$ cat src/rtl/if_prefetch_unit.sv
// Instruction-fetch stage: owns the PC, issues imem word fetches, buffers returned words and feeds decode.
// Optional macro FETCH_PERF_EN adds perf_fetched/perf_flushes event counters.
module if_prefetch_unit #(
  parameter logic [31:0] RESET_PC = 32'h0000_0000,
  parameter int unsigned DEPTH    = 4
) (
  input  logic        clk,
  input  logic        rst,
  output logic        imem_req_valid,
  input  logic        imem_req_ready,
  output logic [31:0] imem_addr,
  input  logic        imem_rsp_valid,
  input  logic [31:0] imem_rsp_data,
  input  logic        redirect,
  input  logic [31:0] redirect_pc,
  output logic        id_valid,
  input  logic        id_ready,
  output logic [31:0] id_instr,
  output logic [31:0] id_pc
`ifdef FETCH_PERF_EN
  ,
  output logic [31:0] perf_fetched,
  output logic [31:0] perf_flushes
`endif
);

  localparam int unsigned AW = $clog2(DEPTH);
  localparam int unsigned CW = AW + 1;
  localparam int unsigned SW = CW + 1;

  typedef enum logic {
    FETCH = 1'b0,
    DRAIN = 1'b1
  } state_t;

  state_t        state;
  logic [31:0]   pc;
  logic [CW-1:0] count;
  logic [CW-1:0] outstanding;
  logic [CW-1:0] discard_cnt;
  logic [AW-1:0] q_wr;
  logic [AW-1:0] q_rd;
  logic [AW-1:0] t_wr;
  logic [AW-1:0] t_rd;

  logic [31:0] q_instr [DEPTH];
  logic [31:0] q_pc    [DEPTH];
  logic [31:0] tag_pc  [DEPTH];

  logic [SW-1:0] inflight;
  logic          req_fire;
  logic          rsp_fire;
  logic          id_fire;
  logic          push;
  logic          pop;
  logic [CW-1:0] disc;
  logic [CW-1:0] count_n;
  logic [AW-1:0] q_rd_n;
  logic [31:0]   head_instr_n;
  logic [31:0]   head_pc_n;

  // Credit rule: queued plus in-flight words never exceed the queue depth.
  assign inflight       = SW'(count) + SW'(outstanding);
  assign imem_req_valid = rst & (state == FETCH) & (inflight < SW'(DEPTH));
  assign imem_addr      = pc;

  assign req_fire = imem_req_valid & imem_req_ready;
  assign rsp_fire = imem_rsp_valid & (outstanding != '0);
  assign id_fire  = id_valid & id_ready;
  assign push     = rsp_fire & (state == FETCH) & ~redirect;
  assign pop      = id_fire & ~redirect;
  assign disc     = outstanding + CW'(req_fire) - CW'(rsp_fire);

  // Next queue occupancy and the head entry decode will see next cycle.
  always_comb begin
    count_n      = count;
    q_rd_n       = q_rd;
    head_instr_n = id_instr;
    head_pc_n    = id_pc;
    if (redirect) begin
      count_n = '0;
      q_rd_n  = '0;
    end else begin
      count_n = count + CW'(push) - CW'(pop);
      if (pop) begin
        q_rd_n = q_rd + AW'(1);
      end
    end
    if (count_n != '0) begin
      if (push && (q_wr == q_rd_n)) begin
        head_instr_n = imem_rsp_data;
        head_pc_n    = tag_pc[t_rd];
      end else begin
        head_instr_n = q_instr[q_rd_n];
        head_pc_n    = q_pc[q_rd_n];
      end
    end
  end

  always_ff @(posedge clk) begin
    if (!rst) begin
      state       <= FETCH;
      pc          <= RESET_PC;
      count       <= '0;
      outstanding <= '0;
      discard_cnt <= '0;
      q_wr        <= '0;
      q_rd        <= '0;
      t_wr        <= '0;
      t_rd        <= '0;
      id_valid    <= 1'b0;
      id_instr    <= '0;
      id_pc       <= '0;
    end else begin
      outstanding <= disc;
      count       <= count_n;
      q_rd        <= q_rd_n;
      id_valid    <= (count_n != '0);
      id_instr    <= head_instr_n;
      id_pc       <= head_pc_n;

      if (redirect) begin
        q_wr <= '0;
      end else if (push) begin
        q_wr <= q_wr + AW'(1);
      end

      // Tag pointers track every in-flight request, including discarded ones.
      if (req_fire) begin
        t_wr <= t_wr + AW'(1);
      end
      if (rsp_fire) begin
        t_rd <= t_rd + AW'(1);
      end

      if (redirect) begin
        pc <= redirect_pc & ~32'd3;
      end else if (req_fire) begin
        pc <= pc + 32'd4;
      end

      case (state)
        FETCH: begin
          if (redirect && (disc != '0)) begin
            state       <= DRAIN;
            discard_cnt <= disc;
          end
        end
        DRAIN: begin
          if (rsp_fire) begin
            discard_cnt <= discard_cnt - CW'(1);
            if (discard_cnt == CW'(1)) begin
              state <= FETCH;
            end
          end
        end
        default: state <= FETCH;
      endcase
    end
  end

  // Payload storage; contents are only meaningful under the pointers above.
  always_ff @(posedge clk) begin
    if (req_fire) begin
      tag_pc[t_wr] <= pc;
    end
    if (push) begin
      q_instr[q_wr] <= imem_rsp_data;
      q_pc[q_wr]    <= tag_pc[t_rd];
    end
  end

`ifdef FETCH_PERF_EN
  always_ff @(posedge clk) begin
    if (!rst) begin
      perf_fetched <= '0;
      perf_flushes <= '0;
    end else begin
      if (id_fire) begin
        perf_fetched <= perf_fetched + 32'd1;
      end
      if (redirect) begin
        perf_flushes <= perf_flushes + 32'd1;
      end
    end
  end
`endif

endmodule
$ cat config.mk
export PLATFORM = sky130hd
export DESIGN_NAME = if_prefetch_unit
export DESIGN_NICKNAME = d
export VERILOG_FILES = /design/src/rtl/if_prefetch_unit.sv
export SDC_FILE = /design/constraint.sdc
export NUM_CORES = 1
export LEC_CHECK = 0
export BUFFER_PORTS_ARGS = -buffer_cell sky130_fd_sc_hd__buf_2
export CAP_MARGIN = 20
export CORE_MARGIN = 10
export CORE_UTILIZATION = 35
export DETAILED_ROUTE_END_ITERATION = 12
export PLACE_DENSITY_LB_ADDON = 0.08
export SLEW_MARGIN = 30
export SYNTH_ARGS = -nofsm -noshare
export SYNTH_HDL_FRONTEND = slang
export SYNTH_SLANG_ARGS = --single-unit
$ cat constraint.sdc
create_clock -name clk -period 5.9 [get_ports clk]
set_input_delay 1.18 -clock clk [delete_from_list [all_inputs] [get_ports clk]]
set_output_delay 1.18 -clock clk [all_outputs]
set_load 0.005 [all_outputs]
==> metrics.cfg, run 1 <==
[status]
outcome=finished, final reports clean

[final_layout]
n_fill_cell=5086
nets=1508
final_cell_mix=edfxtp_1 (368), buf_2 (161), o221ai_1 (124)
syn_to_final_growth_pct=17.86
design_area_um2=22840
diodes=0
final_common_cell=edfxtp_1
drive_gt1_share_pct=22.06

[floorplan]
die_x_um=255.3
initial_core_util_pct=35.25
dieArea_um2=65190
ios=168
core_um2=54990
die_h_um=255.3
num_rows=86

[logic_synthesis]
synth_cells=1278
netlist_area_um2=19380
ys_seq_area_share_pct=68.69
ys_seq_elements=481
async_flop_share_pct=0
synth_ff_type=edfxtp_1
ys_warn_count=0
ys_types=61
avgSynthCellArea_um2=15.17
synth_edf_count=368

[clock_tree]
clock_latency_ns=0.60
cts_buffers=54
clkTransAtPathRegs_ns=0.06
numClockSinks=481
ctsHoldBuffers=0
root_buffer=clkbuf_16
cts_buffer_depth=3
cts_tree=built
cts_setup_buffers=0
postCtsResizedCells=0
cts_htree_levels=2

[worst_setup_path]
crit_end=discard_cnt[2]
cp_data_required_time_ns=6.40
r2r-end=discard_cnt[2]
cp-startpoint=rst
critPathKind=in -> reg
critical-path-slowest-cell=and4_1
max_stage_delay_ns=0.54
startpoint_type=input port
crit_path_max_fanout=38
worst-r2r-cell-count=14
path_cells=buf_2, and4_1, inv_2, ha_1, inv_1, ha_1, inv_1, fa_1, xor3_1, o21ai_0, and2_1, o21ai_0, a21oi_1
arrival_ns=4.52
r2r-start=outstanding[2]
end_kind=flop
r2r_setup_slack_ns=2.04

[sta]
relSlewSlack_pct=35.04
rsz0062_at_grt=no
finalHoldViolCount=0
fin_setup_tns_ns=0
max_freq_mhz=248.4
post-route-period-util_pct=68.23
period_needed_ns=4.026
slew_violations=0
setup_viol=0
fin_worst_skew_ns=0.02120
worstMarginPinSlew_ns=0.9743

[power_and_ir_drop]
power_frac_comb_pct=12.7
p_int_uw=6414
irDropWorstVdd_mv=0.2251
seq_power_share_pct=48.3
p_sw_share_pct=25.25
total_power_uw=8580
pwr-share-clk_pct=39.0
p_leak_uw=0.008238
p_sw_uw=2166
power_density_nw_per_um2=375.6

[routing]
totalWireLength_um=52710
antenna_left=0
drt_iter0_drc=784
dr.pass1.iters=5
vias_per_cell=5.425
wire_per_inst_um=23.83
via_count=12000
drc=0

[placed_design]
io_buffer_count=161
dpl-instance-area_um2=21070
dpl.hpwl_um=29560
gp_congestion=0.7132

[flow_run]
maxCapViolCount=0

[global_route]
first_global_vias=12608
antenna_found_initial=0
grt_max_degree=82
grtUsageTotal_pct=15.84
grt_pass1_wl_um=80320
grt-ovfl-total=0

[worst_hold_path]
hp-class=reg -> reg

==> worst max-delay path, delay by kind of cell <==
| kind | cells | cell delay [ns] |
|---|---|---|
| buffers and inverters | 4 | 0.90 |
| and+or+nand+nor | 2 | 0.77 |
| xor gates and xnor gates | 1 | 0.20 |
| AOI/OAI and AO/OA | 3 | 0.57 |
| adders and majority gates | 3 | 0.89 |
==> metal layers <==
| layer | track usage [%] | vias to the layer above | wire length [um] | share of wire [%] |
|---|---|---|---|---|
| met2 | 26.33 | 263 | 25290 | 48 |
| li1 | - | 5521 | - | - |
| met5 | 0 | - | 0 | 0 |
| met1 | 20.80 | 6138 | 24120 | 46 |
| met4 | 4.657 | 0 | 1050 | 2.0 |
| met3 | 2.809 | 78 | 2249 | 4.3 |
==> power by group through the flow <==
stage               registers, uW  logic, uW  clock network [uW]
floorplan                    4150        716                   0
global route                 4170       1220                3590
global placement             4210       1110                   0
detailed placement           4220       1120                   0
CTS                          4150       1120                3440
finish                       4140       1090                3350
==> worst min path at each step <==
stage	slack [ns]	endpoint	depth (start not counted)	startpoint
2_1_floorplan	0.43	discard_cnt[1]	2	discard_cnt[1]
3_3_place_gp	0.45	discard_cnt[1]	2	discard_cnt[1]
3_5_place_dp	0.45	discard_cnt[1]	2	discard_cnt[1]
4_1_cts	0.46	discard_cnt[1]	2	discard_cnt[1]
5_1_grt	0.49	discard_cnt[1]	2	discard_cnt[1]
6_report	0.46	discard_cnt[1]	2	discard_cnt[1]
==> synthesized netlist by cell type (all sizes together) (2+ instances only) <==
cell | number | area [um2]
a22o | 62 | 543.0
fa | 2 | 40.04
and3 | 9 | 56.30
nor4b | 5 | 50.04
xor2 | 6 | 52.55
nand2 | 30 | 112.6
mux4 | 30 | 675.7
nor4 | 15 | 106.4
or2 | 2 | 12.52
inv | 19 | 71.31
dfxtp | 113 | 2262
clkbuf | 76 | 285.3
ha | 17 | 212.7
a22oi | 63 | 473.0
nor2b | 5 | 31.28
o221ai | 124 | 1086
and2 | 10 | 62.56
a21oi | 23 | 115.1
and4 | 6 | 52.55
o211ai | 2 | 15.01
edfxtp | 368 | 11050
nor2 | 21 | 78.83
a311oi | 3 | 26.28
or3 | 4 | 25.02
mux2i | 64 | 640.6
o31a | 2 | 17.52
buf | 27 | 140.1
a211o | 3 | 26.28
xor3 | 2 | 47.55
nand2b | 4 | 25.02
a211oi | 4 | 35.03
nor3 | 7 | 35.03
xnor2 | 22 | 192.7
o21ai | 89 | 445.4
o2111a | 3 | 33.78
nand4 | 8 | 65.06
nand3 | 13 | 65.06
==> cell families after synthesis <==
logic type               count (synthesis)  share of synthesized area, %
AO/OA/AOI/OAI                          388                         14.94
XOR/XNOR                                30                         1.511
adder cells (fa/ha/maj)                 19                         1.304
buffers and inverters                  123                         2.582
flip-flops                             481                         68.69
multiplexers                            94                         6.791
other                                    1                       0.01935
AND/OR/NAND/NOR                        142                         4.164
==> sequential cells by signal (all words and copies together) (netlist names), named ones only <==
name         count
count            3
q_rd             2
tag_pc         120
t_wr             2
outstanding      3
id_pc           30
q_instr        128
id_instr        32
t_rd             2
q_wr             2
discard_cnt      3
id_valid         1
state            1
imem_addr       30
q_pc           120
==> area by class of cell <==
class / count / area [um2] / area share (%)
Timing Repair Buffer: 185 / 1109 / 4.853
Clock inverter: 34 / 297.8 / 1.304
Clock buffer: 67 / 1471 / 6.442
Sequential cell: 481 / 13320 / 58.30
Tap cell: 748 / 935.9 / 4.097
Multi-Input combinational cell: 677 / 5635 / 24.67
Inverter: 20 / 76.32 / 0.3341
==> per-stage QoR <==
step	setup WS, ns	hold WS (ns)	util, %	std cells
after CTS	1.891	0.4594	41.54	2212
final	1.874	0.4595	41.54	2212
after detailed placement	1.257	0.4504	38.32	2111
after global routing	1.474	0.4874	41.54	2212
after global placement	1.231	0.4499	38.20	2109
after floorplan	1.858	0.4319	-	1281
Note: power is estimated with default switching activity, not from simulation.
==> run 2: changes to the inputs <==
- clock period: 5.9 -> 4.15 ns (I/O delays scaled with it)
==> run 2 against run 1 <==
Net effect: hold slack got worse by 0.0086 ns; critical path type is now reg -> reg; largest cell class unchanged; cell count increased by 0.27%; non-clock buffer count increased by 5.
==> metrics.cfg, run 2 (synthesis results as in run 1) <==
[final_layout]
largest_reg_flops=128  ; unchanged
n_fill_cell=5064  ; -0.43%
nets=1513  ; +0.33%
final_cell_mix=edfxtp_1 (368), buf_2 (161), o221ai_1 (124)
diodes=0  ; unchanged
syn_to_final_growth_pct=18.49
regMostFlops=q_instr
final_common_cell=edfxtp_1
reg.largest.list=q_instr (128), q_pc (120), tag_pc (120)
drive_gt1_share_pct=22.11  ; +0.046 points

[routing]
dr.pass1.iters=5  ; unchanged
drt_iter0_drc=610  ; -22%
totalWireLength_um=53040  ; +0.63%
via_count=12080  ; +0.67%
vias_per_cell=5.446  ; +0.39%
wire_per_inst_um=23.91  ; +0.36%
drc=0  ; unchanged
antenna_left=0  ; unchanged

[sta]
worstMarginPinSlew_ns=0.9680  ; -0.006301 ns
rsz0062_at_grt=no
setup_viol=0  ; unchanged
fin_worst_skew_ns=0.01345  ; -0.007754 ns
max_freq_mhz=275.1
fin_setup_tns_ns=0  ; unchanged
relSlewSlack_pct=35.46  ; +0.42 points
finalHoldViolCount=0  ; unchanged
slew_violations=0  ; unchanged
post-route-period-util_pct=87.58
period_needed_ns=3.635

[floorplan]
die_h_um=255.3  ; unchanged
dieArea_um2=65190  ; unchanged
ios=168  ; unchanged
num_rows=86  ; unchanged
die_x_um=255.3  ; unchanged
initial_core_util_pct=35.25  ; unchanged
core_um2=54990  ; unchanged

[global_route]
antenna_found_initial=0  ; unchanged
grtUsageTotal_pct=15.89  ; +0.054 points
grt_pass1_wl_um=81030  ; +0.88%
grt_max_degree=63  ; -23%
grt-ovfl-total=0  ; unchanged
first_global_vias=12690  ; +0.65%

[worst_setup_path]
startpoint_type=flop
end_kind=flop
max_stage_delay_ns=0.42  ; -0.12 ns
crit_top_cell=ha_1
critPathKind=reg -> reg
crit_path_max_fanout=21  ; -45%
critPathBufInv=3  ; -1
path_cells=ha_1, nor4_2, and4_1, inv_2, ha_1, inv_1, ha_1, inv_1, fa_1, xor3_1, o21ai_0, and2_1, o21ai_0, a21oi_1
cp_data_required_time_ns=4.66  ; -1.74 ns
arrival_ns=4.14  ; -0.38 ns
crit_family=adder cells
critical-path-slowest-cell=dfxtp_1

[placed_design]
gp_congestion=0.7112  ; -0.28%
dpl.hpwl_um=29350  ; -0.71%
io_buffer_count=161  ; unchanged

[clock_tree]
clock_latency_ns=0.60  ; about the same
clkTransAtPathRegs_ns=0.06  ; about the same
cts_setup_buffers=0  ; unchanged
ctsHoldBuffers=0  ; unchanged
postCtsResizedCells=0  ; unchanged
numClockSinks=481  ; unchanged
cts_htree_levels=2  ; unchanged
cts_tree=built
cts_buffer_depth=3  ; unchanged
root_buffer=clkbuf_16
cts_buffers=54  ; unchanged

[power_and_ir_drop]
irDropWorstVdd_mv=0.3094  ; +37%
total_power_uw=12330  ; +44%
power_density_nw_per_um2=536.8  ; +43%
p_leak_uw=0.008288  ; +0.61%

[worst_hold_path]
hp-class=reg -> reg

[status]
outcome=finished, final reports clean

[flow_run]
maxCapViolCount=0  ; unchanged

[run 2: changes by cell type in the layout (fill, tap and decap cells not counted), sizes merged]
cell	before	now
buf	185	190
clkinvlp	3	2
clkinv	27	13
clkbuf	67	82
inv	19	20
[run 2: per-stage QoR]
step / cells / hold WS (ns) / setup WS, ns / instance area (um2) / utilization (%)
final: 2218 / 0.4509 / 0.5153 / 22960 / 41.76
after global placement: 2116 / 0.4470 / 0.4565 / 21130 / 38.44
after CTS: 2218 / 0.4129 / 0.4861 / 22960 / 41.76
after global routing: 2218 / 0.4310 / 0.2142 / 22960 / 41.76
after detailed placement: 2116 / 0.4454 / 0.4392 / 21130 / 38.44
after floorplan: 1281 / 0.4319 / 0.4581 / 19390 / -
[run 2: layout make-up]
type | count | area, um2 | area share [%]
repair buffers | 190 | 1174 | 5.111
inverters | 20 | 76.32 | 0.3324
flip-flops and latches | 481 | 13320 | 57.99
well taps | 748 | 935.9 | 4.075
clock inverters | 20 | 242.7 | 1.057
clock buffers | 82 | 1588 | 6.914
multi-input cells | 677 | 5632 | 24.52
[run 2: path summary, 6_finish.rpt]
check                                     from              to  slack, ns  depth (start not counted)
worst min register to register  discard_cnt[1]  discard_cnt[1]       0.45                          2
worst max register to register  outstanding[2]  discard_cnt[0]       0.52                         14
worst max-delay path            outstanding[2]  discard_cnt[0]       0.52                         14
worst min-delay path            discard_cnt[1]  discard_cnt[1]       0.45                          2
[run 2: per-layer routing]
| layer | GRT usage, % | routed length, um | part of all wire [%] | vias up |
|---|---|---|---|---|
| met5 | 0 | 0 | 0 | - |
| met4 | 4.241 | 1052 | 2.0 | 0 |
| met3 | 3.262 | 2361 | 4.5 | 76 |
| met2 | 26.60 | 25600 | 48 | 250 |
| met1 | 20.60 | 24030 | 45 | 6225 |
| li1 | - | - | - | 5529 |
[run 2: tightest hold or removal path, cell delays in order, from the launching register on]
cell and delay, ns:
dfxtp_1 0.31, nand2_1 0.05, a21oi_1 0.05
[run 2: where the power goes]
group	total, uW	switching (uW)	internal (uW)
logic	1530	870	655
clock network	4870	1930	2950
registers	5930	270	5660
total	12300	3070	9260
==> run 3: changes to the inputs <==
- CELL_PAD_IN_SITES_DETAIL_PLACEMENT: not set -> 1
- CELL_PAD_IN_SITES_GLOBAL_PLACEMENT: not set -> 1
==> run 3 against run 2 <==
Net effect: power shrank 2.7%; cell area shrank 0.49%; combinational power is essentially flat; global-route usage grew 0.42 points; clock-buffer cell count shrank 4; critical endpoint is now discard_cnt[2]; core utilization shrank 0.20 points.
==> metrics.cfg, run 3 (synthesis results as in run 1) <==
[clock_tree]
numClockSinks=481  ; unchanged
cts_buffer_depth=3  ; unchanged
root_buffer=clkbuf_16
ctsHoldBuffers=0  ; unchanged
postCtsResizedCells=0  ; unchanged
cts_setup_buffers=0  ; unchanged
cts_htree_levels=2  ; unchanged
clkTransAtPathRegs_ns=0.06  ; about the same
cts_tree=built
cts_buffers=55  ; +1.9%
clock_latency_ns=0.61  ; about the same

[final_layout]
largest_reg_flops=128  ; unchanged
final_cell_mix=edfxtp_1 (368), buf_2 (161), o221ai_1 (124)
syn_to_final_growth_pct=17.91
drive_gt1_share_pct=22.03  ; -0.075 points
final_common_cell=edfxtp_1
regMostFlops=q_instr
nets=1520  ; +0.46%
reg.largest.list=q_instr (128), q_pc (120), tag_pc (120)
final_util_pct=41.56  ; -0.20 points

[power_and_ir_drop]
seq_power_share_pct=49.5  ; +1.4 points
p_int_uw=8883  ; -4.1%
pwr-share-clk_pct=37.6  ; -1.9 points
power_frac_comb_pct=12.9  ; +0.5 points
p_sw_share_pct=25.92  ; +1.0 points
power_density_nw_per_um2=524.7  ; -2.3%
p_leak_uw=0.008244  ; -0.54%
p_sw_uw=3108  ; +1.4%
irDropWorstVdd_mv=0.3046  ; -1.5%

[status]
outcome=finished, final reports clean

[routing]
totalWireLength_um=54520  ; +2.8%
antenna_left=0  ; unchanged
vias_per_cell=5.483  ; +0.67%
dr.pass1.iters=5  ; unchanged
via_count=12194  ; +0.94%
wire_per_inst_um=24.51  ; +2.5%
drt_iter0_drc=640  ; +4.9%
drc=0  ; unchanged

[global_route]
grt_max_degree=91  ; +44%
first_global_vias=13108  ; +3.3%
grt-ovfl-total=0  ; unchanged
grt_pass1_wl_um=83290  ; +2.8%
antenna_found_initial=1  ; +1
grtUsageTotal_pct=16.31  ; +0.42 points

[floorplan]
ios=168  ; unchanged
initial_core_util_pct=35.25  ; unchanged
dieArea_um2=65190  ; unchanged
core_um2=54990  ; unchanged
num_rows=86  ; unchanged
die_h_um=255.3  ; unchanged
die_x_um=255.3  ; unchanged

[placed_design]
gp_congestion=0.7328  ; +3.0%
dpl.hpwl_um=32280  ; +10%
io_buffer_count=161  ; unchanged

[worst_setup_path]
end_kind=flop
critPathKind=reg -> reg
crit_path_max_fanout=21  ; unchanged
cp_data_required_time_ns=4.65  ; about the same
startpoint_type=flop
arrival_ns=4.24  ; +0.10 ns

[sta]
worstMarginPinSlew_ns=0.9514  ; -0.01668 ns
period_needed_ns=3.733  ; +0.09868 ns
fin_setup_tns_ns=0  ; unchanged
relSlewSlack_pct=36.58  ; +1.1 points
max_freq_mhz=267.9  ; -2.6%
finalHoldViolCount=0  ; unchanged
slew_violations=0  ; unchanged
fin_worst_skew_ns=0.02627  ; +0.01282 ns
setup_viol=0  ; unchanged
post-route-period-util_pct=89.96  ; +2.4 points
rsz0062_at_grt=no

[worst_hold_path]
hp-class=in -> reg

[flow_run]
maxCapViolCount=0  ; unchanged

run 3: changes by cell type in the layout (fill, tap and decap cells not counted), sizes merged:
| cell | change |
|---|---|
| diode | +1 |
| clkinv | +9 |
| buf | +6 |
| clkbuf | -4 |
| bufinv | -5 |
| inv | -1 |
run 3: worst max-delay path, stage by stage (launching register included):
cell     delay, ns
dfxtp_1       0.44
ha_1          0.29
nor4_2        0.41
and4_1        0.29
inv_2         0.19
ha_1          0.35
inv_1         0.06
ha_1          0.13
inv_1         0.05
fa_1          0.41
xor3_1        0.20
o21ai_0       0.33
and2_1        0.24
o21ai_0       0.11
a21oi_1       0.14
run 3: area by class of cell:
class,instances,area [um2]
Inverter,20,76.32
Tap cell,748,935.9
Antenna cell,1,2.502
Fill cell,5504,32130
Clock buffer,78,1534
Timing Repair Buffer,196,1231
Sequential cell,481,13320
Multi-Input combinational cell,677,5632
Clock inverter,23,123.9
run 3: path summary, 6_finish.rpt:
| check | from | end | cells past startpoint | slack [ns] |
|---|---|---|---|---|
| hold reg to reg | discard_cnt[1] | discard_cnt[1] | 2 | 0.46 |
| setup reg to reg | outstanding[2] | discard_cnt[2] | 14 | 0.42 |
| hold / removal | imem_rsp_data[0] | q_instr[3][0] | 1 | 0.45 |
| setup / recovery | outstanding[2] | discard_cnt[2] | 14 | 0.42 |
run 3: metal layers:
metal | wire length (um) | vias up | track usage (%)
li1 | - | 5530 | -
met1 | 24830 | 6371 | 21.48
met2 | 26520 | 221 | 27.19
met3 | 2182 | 72 | 3.174
met4 | 978 | 0 | 3.975
met5 | 0 | - | 0
run 3: power by group through the flow:
| stage | sequential, uW | combinational, uW | clock (uW) |
|---|---|---|---|
| 4_1_cts | 5950 | 1580 | 4650 |
| 2_1_floorplan | 5900 | 1020 | 0 |
| 5_1_grt | 5990 | 1710 | 4850 |
| 6_report | 5940 | 1540 | 4510 |
| 3_5_place_dp | 6050 | 1580 | 0 |
| 3_3_place_gp | 6040 | 1550 | 0 |
run 3: stage by stage:
step / cell area (um2) / power, uW / hold WS, ns / std cells / setup slack, ns
after floorplan: 19390 / 6922 / 0.4319 / 1281 / 0.4581
after detailed placement: 21190 / 7633 / 0.4518 / 2122 / 0.4068
after global placement: 21190 / 7589 / 0.4416 / 2122 / 0.4310
after global routing: 22850 / 12560 / 0.4297 / 2223 / 0.1912
final: 22850 / 11990 / 0.4498 / 2224 / 0.4166
after CTS: 22850 / 12190 / 0.4159 / 2223 / 0.4113
